File: src/rtl/uart_rx_deserializer.sv
// UART receive engine: recovers LSB-first frames from the pad rxd and presents bytes on valid/ready.
// Optional parity bit after the data bits is enabled with `define UART_RX_PARITY_EN.
module uart_rx_deserializer #(
    parameter int DIV_W       = 16,
    parameter int DATA_BITS   = 8,
    parameter int SYNC_STAGES = 2
) (
    input  logic                 clock,
    input  logic                 reset_n,
    input  logic                 io_uart_rxd,
    input  logic [DIV_W-1:0]     div,
    input  logic                 parity_odd,
    output logic                 out_valid,
    input  logic                 out_ready,
    output logic [DATA_BITS-1:0] out_data,
    output logic                 busy,
    output logic                 frame_err,
    output logic                 overrun_err,
    output logic                 parity_err
);

    localparam int IDX_W = $clog2(DATA_BITS + 1);

    typedef enum logic [2:0] {
        ST_IDLE,
        ST_START,
        ST_DATA,
        ST_PARITY,
        ST_STOP
    } state_e;

    state_e                 state_q, state_d;
    logic [SYNC_STAGES-1:0] sync_q;
    logic [DIV_W-1:0]       cnt_q, cnt_d;
    logic [IDX_W-1:0]       idx_q, idx_d;
    logic [DATA_BITS-1:0]   shreg_q, shreg_d;
    logic [DATA_BITS-1:0]   data_q, data_d;
    logic                   valid_q, valid_d;
    logic                   frame_q, frame_d;
    logic                   over_q, over_d;
    logic                   rxd_s;
    logic                   tick;
    logic                   pop;

`ifdef UART_RX_PARITY_EN
    logic par_bad_q, par_bad_d;
    logic par_err_q, par_err_d;
`endif

    assign rxd_s = sync_q[SYNC_STAGES-1];
    assign tick  = (cnt_q == '0);
    assign pop   = valid_q && out_ready;

    // Synchroniser resets to the idle-line level so reset never looks like a start bit.
    always_ff @(posedge clock or negedge reset_n) begin
        if (!reset_n) begin
            sync_q <= '1;
        end else begin
            sync_q <= {sync_q[SYNC_STAGES-2:0], io_uart_rxd};
        end
    end

    always_comb begin
        // NOTE: every combinational output gets a default first, so no path leaves one unassigned and infers a latch.
        state_d  = state_q;
        idx_d    = idx_q;
        shreg_d  = shreg_q;
        data_d   = data_q;
        valid_d  = valid_q && !pop;
        frame_d  = 1'b0;
        over_d   = 1'b0;
`ifdef UART_RX_PARITY_EN
        par_bad_d = par_bad_q;
        par_err_d = 1'b0;
`endif

        if (state_q == ST_IDLE && !rxd_s) begin
            cnt_d = div >> 1;
        end else if (tick) begin
            cnt_d = div;
        end else begin
            cnt_d = cnt_q - 1'b1;
        end

        case (state_q)
            ST_IDLE: begin
                if (!rxd_s) state_d = ST_START;
            end
            ST_START: begin
                if (tick) begin
                    if (!rxd_s) begin
                        state_d = ST_DATA;
                        idx_d   = '0;
                    end else begin
                        state_d = ST_IDLE;
                    end
                end
            end
            ST_DATA: begin
                if (tick) begin
                    shreg_d = {rxd_s, shreg_q[DATA_BITS-1:1]};
                    idx_d   = idx_q + 1'b1;
                    if (idx_q == IDX_W'(DATA_BITS - 1)) begin
`ifdef UART_RX_PARITY_EN
                        state_d = ST_PARITY;
`else
                        state_d = ST_STOP;
`endif
                    end
                end
            end
`ifdef UART_RX_PARITY_EN
            ST_PARITY: begin
                if (tick) begin
                    par_bad_d = ((^shreg_q) ^ rxd_s) != parity_odd;
                    state_d   = ST_STOP;
                end
            end
`endif
            ST_STOP: begin
                // Decided at mid stop bit; the result lands in the registers on this edge.
                if (tick) begin
                    state_d = ST_IDLE;
                    if (!rxd_s) begin
                        frame_d = 1'b1;
                    end
`ifdef UART_RX_PARITY_EN
                    else if (par_bad_q) begin
                        par_err_d = 1'b1;
                    end
`endif
                    else if (!valid_q || pop) begin
                        valid_d = 1'b1;
                        data_d  = shreg_q;
                    end else begin
                        over_d = 1'b1;
                    end
                end
            end
            default: state_d = ST_IDLE;
        endcase
    end

    // NOTE: sequential state uses non-blocking assignments so every flop samples pre-edge values.
    always_ff @(posedge clock or negedge reset_n) begin
        if (!reset_n) begin
            state_q <= ST_IDLE;
            cnt_q   <= '0;
            idx_q   <= '0;
            shreg_q <= '0;
            data_q  <= '0;
            valid_q <= 1'b0;
            frame_q <= 1'b0;
            over_q  <= 1'b0;
        end else begin
            state_q <= state_d;
            cnt_q   <= cnt_d;
            idx_q   <= idx_d;
            shreg_q <= shreg_d;
            data_q  <= data_d;
            valid_q <= valid_d;
            frame_q <= frame_d;
            over_q  <= over_d;
        end
    end

`ifdef UART_RX_PARITY_EN
    always_ff @(posedge clock or negedge reset_n) begin
        if (!reset_n) begin
            par_bad_q <= 1'b0;
            par_err_q <= 1'b0;
        end else begin
            par_bad_q <= par_bad_d;
            par_err_q <= par_err_d;
        end
    end

    assign parity_err = par_err_q;
`else
    logic unused_parity_odd;
    assign unused_parity_odd = parity_odd;
    assign parity_err        = 1'b0;
`endif

    assign out_valid   = valid_q;
    assign out_data    = data_q;
    assign busy        = (state_q != ST_IDLE);
    assign frame_err   = frame_q;
    assign overrun_err = over_q;

endmodule

File: config.mk
export PLATFORM = sky130hd
export DESIGN_NAME = uart_rx_deserializer
export DESIGN_NICKNAME = d
export VERILOG_FILES = /design/src/rtl/uart_rx_deserializer.sv
export SDC_FILE = /design/constraint.sdc
export NUM_CORES = 1
export LEC_CHECK = 0
export ABC_AREA = 1
export BUFFER_PORTS_ARGS = -buffer_cell sky130_fd_sc_hd__buf_4
export CORE_MARGIN = 2
export CORE_UTILIZATION = 39
export DETAILED_ROUTE_END_ITERATION = 10
export REMOVE_ABC_BUFFERS = 1
export SYNTH_ARGS = -nofsm -noshare
export SYNTH_HDL_FRONTEND = slang
export SYNTH_SLANG_ARGS = --single-unit
export TNS_END_PERCENT = 50
File: constraint.sdc
create_clock -name clock -period 2.3 [get_ports clock]
set_clock_uncertainty 0.2 [all_clocks]
set_input_delay 0.46 -clock clock [delete_from_list [all_inputs] [get_ports clock]]
set_output_delay 0.46 -clock clock [all_outputs]
set_load 0.01 [all_outputs]
# [Word-level counts from Yosys, hierarchy flattened]
# Index checks and enable logic that the tools add are counted.
[word_totals] regBits=44 output_inout_bits=13
[op_classes] add_sub_neg=2 n_eq_ne=10 n_mux=24 n_reduce_logical=15
[op_table] operator="$mux 16" n=2
[op_table] operator="$logic_not 16->1" n=1
[op_table] operator="$sub 16x1->16 const B" n=1
[op_table] operator="$mux 3" n=5
[op_table] operator="$mux 4" n=3
[op_table] operator="$ne 2x2->1 const B" n=6
[op_table] operator="$pmux 3 s4" n=1
[op_table] operator="$mux 1" n=11
[op_table] operator="$pmux 4 s2" n=1
[op_table] operator="$reduce_and 4->1" n=2
[op_table] operator="$reduce_and 5->1" n=1
[op_table] operator="$add 4x1->4 const B" n=1
[op_table] operator="$eq 4x3->1 const B" n=1
[op_table] operator="$eq 3x1->1 const B" n=1
[op_table] operator="$eq 3x2->1 const B" n=1
[op_table] operator="$eq 3x3->1 const B" n=1
[op_table] operator="$logic_and 1x1->1" n=3
[op_table] operator="$logic_not 1->1" n=3
[op_table] operator="$logic_not 3->1" n=1
[op_table] operator="$reduce_bool 3->1" n=1
[op_table] operator="$mux 2" n=1
[op_table] operator="$reduce_and 2->1" n=1
[op_table] operator="$reduce_bool 2->1" n=1
[op_table] operator="$logic_or 1x1->1" n=1

# [Logic depth before layout (Yosys ltp)]
[logic_depth] depth_word=7 mapped_depth=10

# [Worst setup path before layout]
# OpenSTA, ideal clock, no wires.
[synth_timing] kind="register to register" start="register cnt_q[0]" end="register data_q[0], in the netlist out_data[0]" setup_time_ns=0.117 arrival_time_ns=1.452 t_required_ns=1.983 path_slack_ns=0.531 path_stages_with_launch=10 path_buffers=0 cell_sequence="dfrtp_1 > inv_1 > ha_1 > nand2_1 > nor2_2 > nand2_4 > nor3_4 > nand2_4 > nand2_1 > nand2_1"
[synth_via] elab_chain_len=2
[synth_lines] element="start: declaration" line_no="34" rtl="logic [DIV_W-1:0] cnt_q, cnt_d;"
[synth_lines] element="start signal: assignment" line_no="157" rtl="cnt_q <= cnt_d;"
[synth_lines] element="$logic_not 16->1" line_no="51" rtl="assign tick = (cnt_q == '0);"
[synth_lines] element="$reduce_and 4->1 (no source line)"
[synth_lines] element="end signal: assignment" line_no="160" rtl="data_q <= data_d;"
[synth_lines] element="end: declaration" line_no="37" rtl="logic [DATA_BITS-1:0] data_q, data_d;"
# Every way passes these cells.
# A chain may end at the register's enable or synchronous reset.

# [Worst setup path after layout]
[layout_timing] start="register cnt_q[0]" end="register cnt_q[12]"
[layout_via] elab_chain_len=3 elab_cells_between_ends=4
[layout_lines] element="$sub 16x1->16 or $logic_not 16->1 (tied branches)" line_no="82, 51"
[layout_lines] element="$mux 16 (*)" line_no="79" rtl="end else if (tick) begin"
[layout_lines] element="$mux 16 (*)" line_no="77" rtl="if (state_q == ST_IDLE && !rxd_s) begin"
[layout_lines] element="named net cnt_d[12]" line_no="34"
# The timed path passes the listed nets; every way through them passes the cells marked *.

==> impl_summary.md <==
Pwr
The proportion of power drawn by flip-flops and latches is 44.5%. The internal power contribution is approximately 1.5 mW. Total power for the finished layout comes to 2.38 mW.

The clock network accounts for between 20% and 30% of the total power. Combinational cells account for around 30% of the total power. The switching portion of total power is approximately 36%. The net switching power of the design is 0.846 mW. The worst supply voltage drop on vdd is 507 µV. The power density of the placed cells is 846 nW/µm².

The total leakage power is 1.45 nW.

Synth
Summing the areas of all compound-gate instances in the mapped netlist gives 7.18% of the synthesized area. After synthesis, the largest family of logic cells by area is simple AND/OR/NAND/NOR gates. The mean post-synth cell area is between 7 and 8 µm². Counting flops and latches in the post-synthesis netlist gives 44.

After Yosys synthesis, XOR and XNOR cells account for between 2 and 3% of the synthesized area. Summed over its instances, the top area cell type makes up 44.3% of the synthesized netlist area. Summing the areas of all fa, ha and maj instances in the mapped netlist gives 1.58% of the synthesized area. Yosys mapped a number of flops with a built-in enable equal to 0. The number of cells produced by synthesis is 316.

The post-synth design cell area is 2370 µm². The share of synthesized registers carrying an async set or reset is between 90% and 100%. Yosys printed 0 warnings. The dominant cell type by area after synthesis is sky130_fd_sc_hd__dfrtp_1. By area the synthesized netlist is led by sky130_fd_sc_hd__dfrtp_1 (44%), sky130_fd_sc_hd__nand2_1 (18%), sky130_fd_sc_hd__nand3_1 (6.1%).

The synthesized netlist devotes a little over a third of its cell area to simple gates. The share of synthesized area occupied by flip-flops and latches is 46.5%. The mux cell area share after synthesis is 0%. In the synthesized netlist the dominant register cell turns out to be sky130_fd_sc_hd__dfrtp_1.

Yosys mapped the design onto 28 distinct sky130hd cell types.

Worst setup path
The endpoint of the worst register-to-register path is cnt_q[12]. The worst stage delay on the critical path is between 0.3 and 0.4 ns. The element type at the critical path start is a flip-flop. Of all nets on the critical path, the largest fanout is 14.

The critical path goes through inv_1 > ha_1 > nand2_1 > nor2_2 > nand2_4 > buf_4 > or2_2 > nand3_1 > nand2_1. Measured in cells, the most critical reg-to-reg path has a length of 9. The critical path starts at cnt_q[0].

Data on the critical path arrives at its endpoint at around 2 ns. The end point of the critical path is cnt_q[12]. Among the stages of the critical path, the cell type that occurs most often is sky130_fd_sc_hd__nand2_1. The launching point of the worst reg2reg path is cnt_q[0]. The slowest library cell on the worst path is sky130_fd_sc_hd__dfrtp_1. The worst setup path is captured at a flip-flop. The register-to-register setup slack is 0.32 ns. Data on the critical path is required at its endpoint by 2.28 ns. The critical path in this run is classified as flip-flop to flip-flop.

Finish
Fill cells in the final layout number 584. The final net count is 376. The antenna diode instance count is 0. The most frequent standard cell in the layout excluding fill and tap cells is sky130_fd_sc_hd__nand2_1. The proportion of layout cells with a drive suffix above 1 is 17.3%. Once layout is complete, the cells apart from fillers number 428. From synthesis to final layout, the design area changed by 18.8%. The library cells used most frequently in the layout, excluding fill and tap cells, are sky130_fd_sc_hd__nand2_1 (116), sky130_fd_sc_hd__dfrtp_1 (42), sky130_fd_sc_hd__buf_4 (34), sky130_fd_sc_hd__nand3_1 (29).

Timing
Setup total negative slack on the finished layout was measured at 0 ns. The max-slew violation count is 0. Setup violations remaining at the end of the flow were counted as 0. Setup repair after global routing left no endpoint under its margin.

The final-report hold violation count is 0. After layout, the worst path uses 86.2% of the clock period. The worst slew margin relative to its limit is between 60% and 70%.

Counting I/O delays and the setup requirement, the final critical path takes 1.98 ns. Based on the critical path, the design can be clocked at up to 505 MHz. At the pin with the least slew margin, the transition time is 0.571 ns.

Route
The count of nets left with antenna violations once routing finished came out at 0. Summed over all layers, the routed wires come to 5030 µm. Summing over every cut layer, the via total after detailed routing is 2034.

The average wire length per cell after detail routing is between 10 and 15 µm. After detailed routing, the number of remaining DRC violations is 0. The violation count after the first detailed-routing iteration is 74. The pre-antenna-repair detailed-routing pass consisted of 4 iterations. Using the TritonRoute via totals, the vias-per-cell ratio works out to 4.75.

Floorplanning
Row generation in the floorplan step produced 28 rows. The floorplan die height is around 82 µm. The initial cell density of the core is 40.3%. The area of the die is between 6000 and 7000 µm².

The horizontal die dimension is 82.0 µm. 34 I/O pins were placed. The area of the core is 5890 µm².

Run
Across the run, the number of max-cap violations was 0.

CTS
The number of clock sinks seen by CTS is 44. The number of buffers on the longest clock path is 2. For the worst-skew pair, the clock arrives at the later sink with an insertion delay of 0.29 ns.

The post-cts resize count is 0. The clock-pin slew of the registers on the worst-case setup and hold paths is 0.09 ns. In this run, CTS created clock tree buffers numbering 5.

The cell chosen for the clock root is sky130_fd_sc_hd__clkbuf_8. The deepest level of the CTS H-tree is 2. TritonCTS built the clock tree.

GRT
Entering global routing, the biggest net connects 45 pins. The number of antenna violations at the first check in global routing came to 0. The global-route wire length before repair is about 8600 µm. Global routing used 16.7% of the available tracks across all layers.

The via count of the first global-routing pass is 1963. Global routing finished with a remaining overflow of 0.

Placement
The wire-length estimate of the detail-placed layout is 3530 µm. The count of buffers inserted at the top-level ports is 31. Counting tap cells, the placed design contains a total of around 420 instances. The congestion estimate from routability-driven global placement came to 0.876.

Run status
The run finished with clean final reports.

Hold path
The path type of the worst min-delay path is primary input to flip-flop.
flip-flops by register name, summed over array words and instances, names as in the netlist:
signal       cells
overrun_err      1
cnt_q           16
shreg_q          8
out_data         8
state_q          3
idx_q            4
out_valid        1
sync_q           2
frame_err        1
per-stage QoR:
| step | setup slack, ns | instance area (µm²) | hold WS, ns | util (%) |
|---|---|---|---|---|
| 6_report | 0.318 | 2820 | 0.0718 | 47.9 |
| 5_1_grt | 0.0975 | 2820 | 0.0515 | 47.9 |
| 2_1_floorplan | 0.487 | 2340 | -0.0356 | - |
| 3_5_place_dp | 0.335 | 2690 | 0.149 | 45.7 |
| 3_3_place_gp | 0.353 | 2690 | 0.146 | 45.7 |
| 4_1_cts | 0.305 | 2820 | 0.0579 | 47.9 |
routing by layer:
layer	track usage (%)	routed length [µm]	vias up
met1	19.8	2240	933
li1	-	-	1068
met5	0	0	-
met2	29.8	2580	31
met3	4.18	191	2
met4	4.67	24	0
critical path, delay by kind of cell (launching register included):
family	cells	cell delay, ns
buffers and inverters	2	0.31
AND/OR/NAND/NOR	6	0.76
flip-flops	1	0.38
adder cells (fa/ha/maj)	1	0.23
cell usage after synthesis, types with 2 or more instances:
| master | n |
|---|---|
| sky130_fd_sc_hd__or2_2 | 5 |
| sky130_fd_sc_hd__xnor2_1 | 4 |
| sky130_fd_sc_hd__o21ai_0 | 28 |
| sky130_fd_sc_hd__nand4_1 | 3 |
| sky130_fd_sc_hd__ha_1 | 3 |
| sky130_fd_sc_hd__nor2_4 | 4 |
| sky130_fd_sc_hd__nand2_1 | 116 |
| sky130_fd_sc_hd__dfstp_2 | 2 |
| sky130_fd_sc_hd__nand3_1 | 29 |
| sky130_fd_sc_hd__o211ai_1 | 2 |
| sky130_fd_sc_hd__nand3b_1 | 2 |
| sky130_fd_sc_hd__xor2_1 | 3 |
| sky130_fd_sc_hd__a21oi_1 | 2 |
| sky130_fd_sc_hd__clkbuf_1 | 3 |
| sky130_fd_sc_hd__nor2_2 | 3 |
| sky130_fd_sc_hd__nand2_4 | 2 |
| sky130_fd_sc_hd__buf_2 | 2 |
| sky130_fd_sc_hd__inv_1 | 28 |
| sky130_fd_sc_hd__dfrtp_1 | 42 |
| sky130_fd_sc_hd__nor2_1 | 25 |
power groups by stage:
stage          clock [mW]  combinational (mW)  sequential (mW)
3_5_place_dp            0               0.717             1.07
3_3_place_gp            0               0.701             1.07
4_1_cts             0.626               0.724             1.06
5_1_grt             0.657               0.849             1.08
2_1_floorplan           0               0.564             1.04
6_report            0.603               0.719             1.06
worst min path at each step:
stage	start	to	slack (ns)	depth (start not counted)
2_1_floorplan	reset_n	cnt_q[0]	-0.04	0
3_3_place_gp	sync_q[0]	sync_q[1]	0.15	0
3_5_place_dp	sync_q[0]	sync_q[1]	0.15	0
4_1_cts	io_uart_rxd	sync_q[0]	0.06	1
5_1_grt	io_uart_rxd	sync_q[0]	0.05	1
6_report	io_uart_rxd	sync_q[0]	0.07	1
area by class of cell:
type / count / area [µm²] / share of cell area (%)
Multi-Input combinational cell: 236 / 1130 / 40.0
Clock inverter: 3 / 47.5 / 1.69
Timing Repair Buffer: 35 / 265 / 9.41
Clock buffer: 5 / 68.8 / 2.44
Inverter: 30 / 113 / 4.00
Sequential cell: 44 / 1100 / 39.2
Tap cell: 75 / 93.8 / 3.33
kinds of logic (layout without fill, tap and decap cells):
kind of cell             Yosys count  count (layout)
XOR/XNOR                           7               7
adder cells (fa/ha/maj)            3               3
other                              1               1
flip-flops                        44              44
buffers and inverters             36              73
AND/OR/NAND/NOR                  192             192
AO/OA/AOI/OAI                     33              33
repair_timing:
action | 4_1_cts | 5_1_grt
hold endpoints to repair | 42 | 0
hold buffers | 1 | 0
buffers inserted | 0 | 0
Note: power is estimated with default switching activity, not from simulation.
